===== src/rtl/wshb_arbiter_rr.sv =====
// Wishbone N:1 arbiter (round-robin or fixed priority); grant registered, held for the whole cyc.
// One-cycle grant latency, zero-latency combinational data/ack path; losers stall with no ack.
module wshb_arbiter_rr #(
    parameter int NUM_MASTERS = 2,
    parameter int DATA_WIDTH  = 32,
    parameter int ADDR_WIDTH  = 32,
    parameter int ARB_MODE    = 0,
    parameter int TIMEOUT     = 0
) (
    input  logic                                clk,
    input  logic                                rst,
    input  logic [NUM_MASTERS-1:0]              s_cyc,
    input  logic [NUM_MASTERS-1:0]              s_stb,
    input  logic [NUM_MASTERS-1:0]              s_we,
    input  logic [NUM_MASTERS*ADDR_WIDTH-1:0]   s_adr,
    input  logic [NUM_MASTERS*DATA_WIDTH-1:0]   s_dat_ms,
    input  logic [NUM_MASTERS*(DATA_WIDTH/8)-1:0] s_sel,
    input  logic [NUM_MASTERS*3-1:0]            s_cti,
    input  logic [NUM_MASTERS*2-1:0]            s_bte,
    output logic [NUM_MASTERS*DATA_WIDTH-1:0]   s_dat_sm,
    output logic [NUM_MASTERS-1:0]              s_ack,
    output logic [NUM_MASTERS-1:0]              s_err,
    output logic                                m_cyc,
    output logic                                m_stb,
    output logic                                m_we,
    output logic [ADDR_WIDTH-1:0]               m_adr,
    output logic [DATA_WIDTH-1:0]               m_dat_ms,
    output logic [DATA_WIDTH/8-1:0]             m_sel,
    output logic [2:0]                          m_cti,
    output logic [1:0]                          m_bte,
    input  logic [DATA_WIDTH-1:0]               m_dat_sm,
    input  logic                                m_ack,
    input  logic                                m_err,
    output logic [NUM_MASTERS-1:0]              gnt
);

    localparam int SEL_WIDTH = DATA_WIDTH / 8;
    localparam int IDX_W     = $clog2(NUM_MASTERS);
    localparam int WD_W      = (TIMEOUT > 1) ? $clog2(TIMEOUT) : 1;
    localparam logic [WD_W-1:0] WD_LAST = (TIMEOUT > 0) ? WD_W'(TIMEOUT - 1) : '0;

    typedef enum logic [1:0] {
        IDLE    = 2'd0,
        GRANTED = 2'd1,
        FLUSH   = 2'd2
    } arbStateT;

    arbStateT         state, stateNext;
    logic [IDX_W-1:0] gntIdx, gntIdxNext;
    logic [IDX_W-1:0] lastIdx, lastIdxNext;
    logic [WD_W-1:0]  wdCnt, wdCntNext;
    logic [IDX_W-1:0] winner;
    logic [IDX_W:0]   candSum;
    logic [IDX_W-1:0] candIdx;
    logic             grantedCyc;
    logic             grantedStb;
    logic             timeoutHit;

    assign grantedCyc = s_cyc[gntIdx];
    assign grantedStb = s_stb[gntIdx];
    assign s_dat_sm   = {NUM_MASTERS{m_dat_sm}};

    // Built from the requester's own stb so it does not loop through the m_* mux.
    assign timeoutHit = (TIMEOUT > 0) && (state == GRANTED) && (wdCnt == WD_LAST)
                        && grantedStb && !m_ack;

    // Scans run backwards so the last hit is the first requester in scan order.
    always_comb begin
        winner  = '0;
        candSum = '0;
        candIdx = '0;
        if (ARB_MODE == 1) begin
            for (int i = NUM_MASTERS - 1; i >= 0; i--) begin
                if (s_cyc[i]) winner = IDX_W'(i);
            end
        end else begin
            for (int k = NUM_MASTERS; k >= 1; k--) begin
                candSum = {1'b0, lastIdx} + (IDX_W+1)'(k);
                if (candSum >= (IDX_W+1)'(NUM_MASTERS))
                    candSum = candSum - (IDX_W+1)'(NUM_MASTERS);
                candIdx = candSum[IDX_W-1:0];
                if (s_cyc[candIdx]) winner = candIdx;
            end
        end
    end

    always_comb begin
        stateNext   = state;
        gntIdxNext  = gntIdx;
        lastIdxNext = lastIdx;
        wdCntNext   = '0;
        case (state)
            IDLE: begin
                if (|s_cyc) begin
                    gntIdxNext = winner;
                    stateNext  = GRANTED;
                end
            end
            GRANTED: begin
                if (!grantedCyc) begin
                    lastIdxNext = gntIdx;
                    stateNext   = IDLE;
                end else if (timeoutHit) begin
                    stateNext = FLUSH;
                end else if ((TIMEOUT > 0) && grantedStb && !m_ack && !m_err) begin
                    wdCntNext = wdCnt + 1'b1;
                end
            end
            FLUSH: begin
                if (!grantedCyc) begin
                    lastIdxNext = gntIdx;
                    stateNext   = IDLE;
                end
            end
            default: stateNext = IDLE;
        endcase
    end

    always_ff @(posedge clk) begin
        if (rst) begin
            state   <= IDLE;
            gntIdx  <= '0;
            lastIdx <= IDX_W'(NUM_MASTERS - 1);
            wdCnt   <= '0;
        end else begin
            state   <= stateNext;
            gntIdx  <= gntIdxNext;
            lastIdx <= lastIdxNext;
            wdCnt   <= wdCntNext;
        end
    end

    always_comb begin
        m_cyc    = 1'b0;
        m_stb    = 1'b0;
        m_we     = 1'b0;
        m_adr    = '0;
        m_dat_ms = '0;
        m_sel    = '0;
        m_cti    = '0;
        m_bte    = '0;
        s_ack    = '0;
        s_err    = '0;
        gnt      = '0;
        if (state == GRANTED) begin
            for (int i = 0; i < NUM_MASTERS; i++) begin
                if (gntIdx == IDX_W'(i)) begin
                    m_cyc    = s_cyc[i];
                    m_stb    = s_stb[i];
                    m_we     = s_we[i];
                    m_adr    = s_adr[i*ADDR_WIDTH +: ADDR_WIDTH];
                    m_dat_ms = s_dat_ms[i*DATA_WIDTH +: DATA_WIDTH];
                    m_sel    = s_sel[i*SEL_WIDTH +: SEL_WIDTH];
                    m_cti    = s_cti[i*3 +: 3];
                    m_bte    = s_bte[i*2 +: 2];
                    s_ack[i] = m_ack;
                    s_err[i] = m_err | timeoutHit;
                    gnt[i]   = 1'b1;
                end
            end
        end
    end

endmodule


===== config.mk =====
export PLATFORM = sky130hd
export DESIGN_NAME = wshb_arbiter_rr
export DESIGN_NICKNAME = d
export VERILOG_FILES = /design/src/rtl/wshb_arbiter_rr.sv
export SDC_FILE = /design/constraint.sdc
export NUM_CORES = 1
export LEC_CHECK = 0
export CORE_AREA = 4 4 127 129
export CTS_CLUSTER_SIZE = 12
export DETAILED_ROUTE_END_ITERATION = 10
export DIE_AREA = 0 0 131 133
export SKIP_LAST_GASP = 1
export SLEW_MARGIN = 20
export SYNTH_ARGS = -nofsm -noshare
export SYNTH_HDL_FRONTEND = slang
export SYNTH_SLANG_ARGS = --single-unit

===== constraint.sdc =====
create_clock -name clk -period 1.2 [get_ports clk]
set_input_delay 0.3 -clock clk [delete_from_list [all_inputs] [get_ports clk]]
set_output_delay 0.3 -clock clk [all_outputs]
set_load 0.05 [all_outputs]

* After elaboration in Yosys (flattened, before gate mapping)
Index checks and enable logic that the tools add are counted.
** Storage, ports and cells
- Register bits after elaboration :: 4
** Cells by class
- Equal/unequal tests :: 4
- Reductions and logical operators :: 6
- Mux-type cells :: 37
- Bitwise gates (word level) :: 1
- Order comparisons :: 5
- $add $sub $neg :: 4
** Operator list (number)
- $mux W32 :: 4
- $mux W1 :: 21
- $mux W2 :: 7
- $mux W4 :: 2
- $lt A1 B2 Y1 const B :: 3
- $mux W3 :: 2
- $reduce_and A2 Y1 :: 3
- $ge A2 B2 Y1 const B :: 2
- $ne A2 B2 Y1 const B :: 2
- $pmux W2 S2 :: 1
- $reduce_or A2 Y1 :: 2
- $add A1 B1 Y2 const B :: 1
- $add A1 B2 Y2 const B :: 1
- $eq A2 B1 Y1 const B :: 1
- $eq A2 B2 Y1 const B :: 1
- $logic_not A2 Y1 :: 1
- $sub A1 B1 Y1 const B :: 2
- $not A1 Y1 :: 1

* Depth between registers and ports, before layout
- Depth after elaboration :: 7
- Depth in mapped cells :: 4
- Mapped depth without buffers :: 3

* Worst setup path after synthesis
No wires, ideal clock.
- Path type :: register to output
- Start :: register state[0]
- End :: output port s_ack[0]
- Required time :: 900 ps
- Cell stages (with the launch flop) :: 4
- Data arrival time :: 1683 ps
- Path buffers :: 0
- Setup slack :: -783 ps
- Path through :: dfxtp_1 inv_2 nor2_1 and2_1
** On the way
- Longest elaborated chain between the ends :: 2
** RTL lines
- from (decl) :: RTL line 48 : arbStateT state, stateNext;
- from (signal assigned) :: RTL line 126 : state <= stateNext;
- $eq A2 B1 Y1 :: RTL line 145 : if (state == GRANTED) begin
- $mux W2 :: RTL line 145
- to (decl) :: RTL line 21 : output logic [NUM_MASTERS-1:0] s_ack,
No other way between the ends.

* Final worst setup path
- Start :: register gntIdx
- End :: output port m_we
** On the way
- Longest elaborated chain between the ends :: 2
** RTL lines
- from (decl) :: RTL line 49 : logic [IDX_W-1:0] gntIdx, gntIdxNext;
- from (signal assigned) :: RTL line 127 : gntIdx <= gntIdxNext;
- $mux W1 :: RTL line 147 : if (gntIdx == IDX_W'(i)) begin
- $mux W1 :: RTL line 145
- to (decl) :: RTL line 25 : output logic m_we,
No other way between the ends.

==> impl_metrics.csv <==
group,metric,value,unit
clocking,holdBufCountCts,0,
place,dpl.hpwl,7.97,mm
setup_path,slowest_stage,"dfxtp_4",
clocking,htree_num_levels,1,
synth,syn-cell-area,0.00183,mm^2
die,fp.coreArea,0.0150,mm^2
clocking,cts.sinks,3,
timing,max_slew_margin,85.2,%
setup_path,worstReg2RegStart,"gntIdx",
timing,hold_slack,0.562,ns
grt,grt_use_total,9.65,%
run_status,violations,"negative setup slack",
setup_path,worstPathCellList,"buf_4, buf_16, mux2i_2, nor2_4, buf_4",
final_layout,areaGrowthSynthToFinish,216,%
die,dieArea,0.0174,mm^2
grt,grt_pass1_wl,13.2,mm
detailed_routing,route.antenna.remaining_nets,0,
clocking,clkTransAtPathRegs,0.03,ns
grt,grt_max_degree,32,
synth,avgSynthCellArea,7.22,um^2
timing,fin_crit_sh,145,%
setup_path,critPathRequiredTime,0.90,ns
min_path,hp-class,"reg2reg",
synth,ys_warn_count,0,
timing,min_period,1.75,ns
power_and_ir_drop,swShare,42.2,%
timing,tightest_slew,0.217,ns
setup_path,cp.arrival,1.45,ns
timing,slew_viol_final,0,
timing,grt_setup_unrepaired,"true",
power_and_ir_drop,power_leakage,2.10,nW
clocking,cts_tree,"yes",
power_and_ir_drop,switching_power,0.00157,W
final_layout,drive_gt1_share,54.3,%
power_and_ir_drop,max-vdd-ir-drop,0.407,mV
detailed_routing,drt-total-wl,10.6,mm
final_layout,finalNetCount,651,
setup_path,max_stage_delay,0.39,ns
power_and_ir_drop,p_clk_share,14.6,%
min_path,min_to,"lastIdx",
run_status,status,"finished, violations left",
place,io_buffers,237,
min_path,holdPathStages,2,
power_and_ir_drop,p_comb_share,82.2,%
clocking,cts_buffers,3,
setup_path,crit_buf_inv,3,
synth,ys_ff_latch,3,
synth,yosysSeqAreaShare,3.28,%
setup_path,reg2reg_to,"state[0]",
setup_path,critical-path-top-delay-family,"buffers and inverters",
die,num_io_pins,334,
detailed_routing,drt-initial-drc-count,36,
grt,gr-total-overflow,0,
die,start_util,12.2,%
detailed_routing,drc_errors,0,
power_and_ir_drop,power_density,639,mW/mm^2
synth,synth_cells,254,
job,max_cap_viol_count,0,
min_path,hold_start,"lastIdx",
detailed_routing,vias_per_cell,3.88,
final_layout,antenna_cells,0,
power_and_ir_drop,p_int,0.00214,W
timing,setup_ws,-0.546,ns
clocking,cts-root-buf,"clkbuf_16",
setup_path,cp-start-kind,"flip-flop",
detailed_routing,drt_pass1_iterations,4,
timing,setup_viol,83,
timing,skew,0.00138,ns
setup_path,crit_top_cell,"buf_4",
timing,finalHoldViolCount,0,
setup_path,r2r_setup_slack,-0.07,ns
timing,fmax,573,MHz
clocking,clock_path_buffers,2,
setup_path,reg2reg_depth,5,
synth,synth_cell_types,17,
die,chipWidth,131,um
setup_path,crit_fanout,5,
grt,grt_pass1_vias,2576,
place,gp_congestion,0.729,
detailed_routing,wl_per_cell,16.3,um
clocking,clk_latency,0.23,ns
die,die_h,133,um
die,rows,45,
synth,syn_nets,442,
power_and_ir_drop,seq_power_share,3.2,%
setup_path,criticalPathCategory,"reg2out",
detailed_routing,num_vias,2525,
grt,antenna_found_initial,0,
place,dp_slack,-0.401,ns
setup_path,endpoint_kind,"primary output",
-- Yosys cell counts (all sizes together) --
library cell	number	share of area, %
nor2	78	16
buf	77	34
mux2i	76	42
clkbuf	4	0.82
dfxtp	3	3.3
inv	3	0.61
a21oi	2	0.55
and2	2	0.68
and3	2	0.68
nand2	2	0.41
o21ai	2	0.55
a211oi	1	0.41
nand3	1	0.27
o211ai	1	0.41
-- power by group through the flow --
| stage | Clock, W | Combinational (W) | Sequential [W] |
|---|---|---|---|
| 2_1_floorplan | 0 | 0.00185 | 0.000115 |
| 3_3_place_gp | 0 | 0.00250 | 0.000117 |
| 4_1_cts | 0.000548 | 0.00268 | 0.000116 |
| 3_5_place_dp | 0 | 0.00253 | 0.000118 |
| 5_1_grt | 0.000556 | 0.00318 | 0.000120 |
| 6_report | 0.000542 | 0.00305 | 0.000119 |
-- worst reg2reg max path, delay by kind of cell, from the launching register on --
family / cells / cell delay (ns)
compound gates: 1 / 0.05
buf+inv: 3 / 0.41
flops: 1 / 0.39
mux: 1 / 0.29
-- flip-flops by register name, indices dropped and copies added (netlist names) --
register  count
gntIdx        1
lastIdx       1
state         1
-- per-layer routing --
| metal | GRT usage (%) | up-vias | routed length, um |
|---|---|---|---|
| met2 | 19.4 | 153 | 5880 |
| met3 | 2.06 | 11 | 997 |
| met1 | 9.33 | 1162 | 3560 |
| met5 | 0 | - | 0 |
| met4 | 3.31 | 0 | 159 |
| li1 | - | 1199 | - |
-- through the flow --
| stage | utilization [%] | setup TNS (ns) | power [W] | instances | area [um^2] |
|---|---|---|---|---|---|
| 2_1_floorplan | - | -20.94 | 0.00197 | 254 | 2170 |
| 3_3_place_gp | 31.6 | -22.02 | 0.00262 | 629 | 4760 |
| 3_5_place_dp | 31.6 | -23.37 | 0.00264 | 629 | 4760 |
| 4_1_cts | 33.8 | -40.98 | 0.00334 | 637 | 5080 |
| 5_1_grt | 38.6 | -42.93 | 0.00386 | 650 | 5800 |
| 6_report | 38.6 | -39.09 | 0.00371 | 650 | 5800 |
-- layout make-up --
| type | count | area, um^2 |
|---|---|---|
| fillers | 1436 | 9230 |
| repair buffers | 285 | 3420 |
| multi-input cells | 167 | 1980 |
| well taps | 188 | 235 |
| clock buffers | 4 | 78.8 |
| flip-flops and latches | 3 | 65.1 |
| inverters | 3 | 17.5 |
-- worst max-delay path by stage --
stage                   from   endpoint  cells past startpoint
floorplan             gntIdx   m_bte[1]                      4
global placement    s_cyc[1]      m_cyc                      4
detailed placement  s_cyc[0]      m_cyc                      4
CTS                   gntIdx  m_adr[13]                      6
global route          gntIdx  m_adr[13]                      6
finish                gntIdx       m_we                      5
-- cell families (layout without fill, tap and decap cells) --
| kind of cell | count (synthesis) | after routing | share of synthesized area (%) |
|---|---|---|---|
| buffers and inverters | 84 | 292 | 35.3 |
| DFF | 3 | 3 | 3.28 |
| AOI/OAI and AO/OA | 6 | 6 | 1.91 |
| and+or+nand+nor | 85 | 85 | 18.0 |
| muxes | 76 | 76 | 41.5 |
-- timing repair --
| item | CTS | global route |
|---|---|---|
| setup buffers | 2 | 7 |
| gates cloned | 2 | 7 |
| resized for setup | 37 | 96 |
| pin swaps | 2 | 3 |
| endpoints found under the setup margin | 83 | 83 |
-- placed cells by master (no fill, tap or decap), types with 4 or more instances in the layout --
| cell | n |
|---|---|
| nor2_1 | 19 |
| mux2i_4 | 35 |
| buf_8 | 4 |
| mux2i_1 | 27 |
| clkdlybuf4s50_1 | 155 |
| clkbuf_16 | 8 |
| nor2_2 | 20 |
| buf_12 | 49 |
| nor2_4 | 39 |
| mux2i_2 | 14 |
| buf_6 | 23 |
| buf_4 | 45 |
| buf_16 | 4 |
No activity file was read; power rests on OpenSTA's default activity.
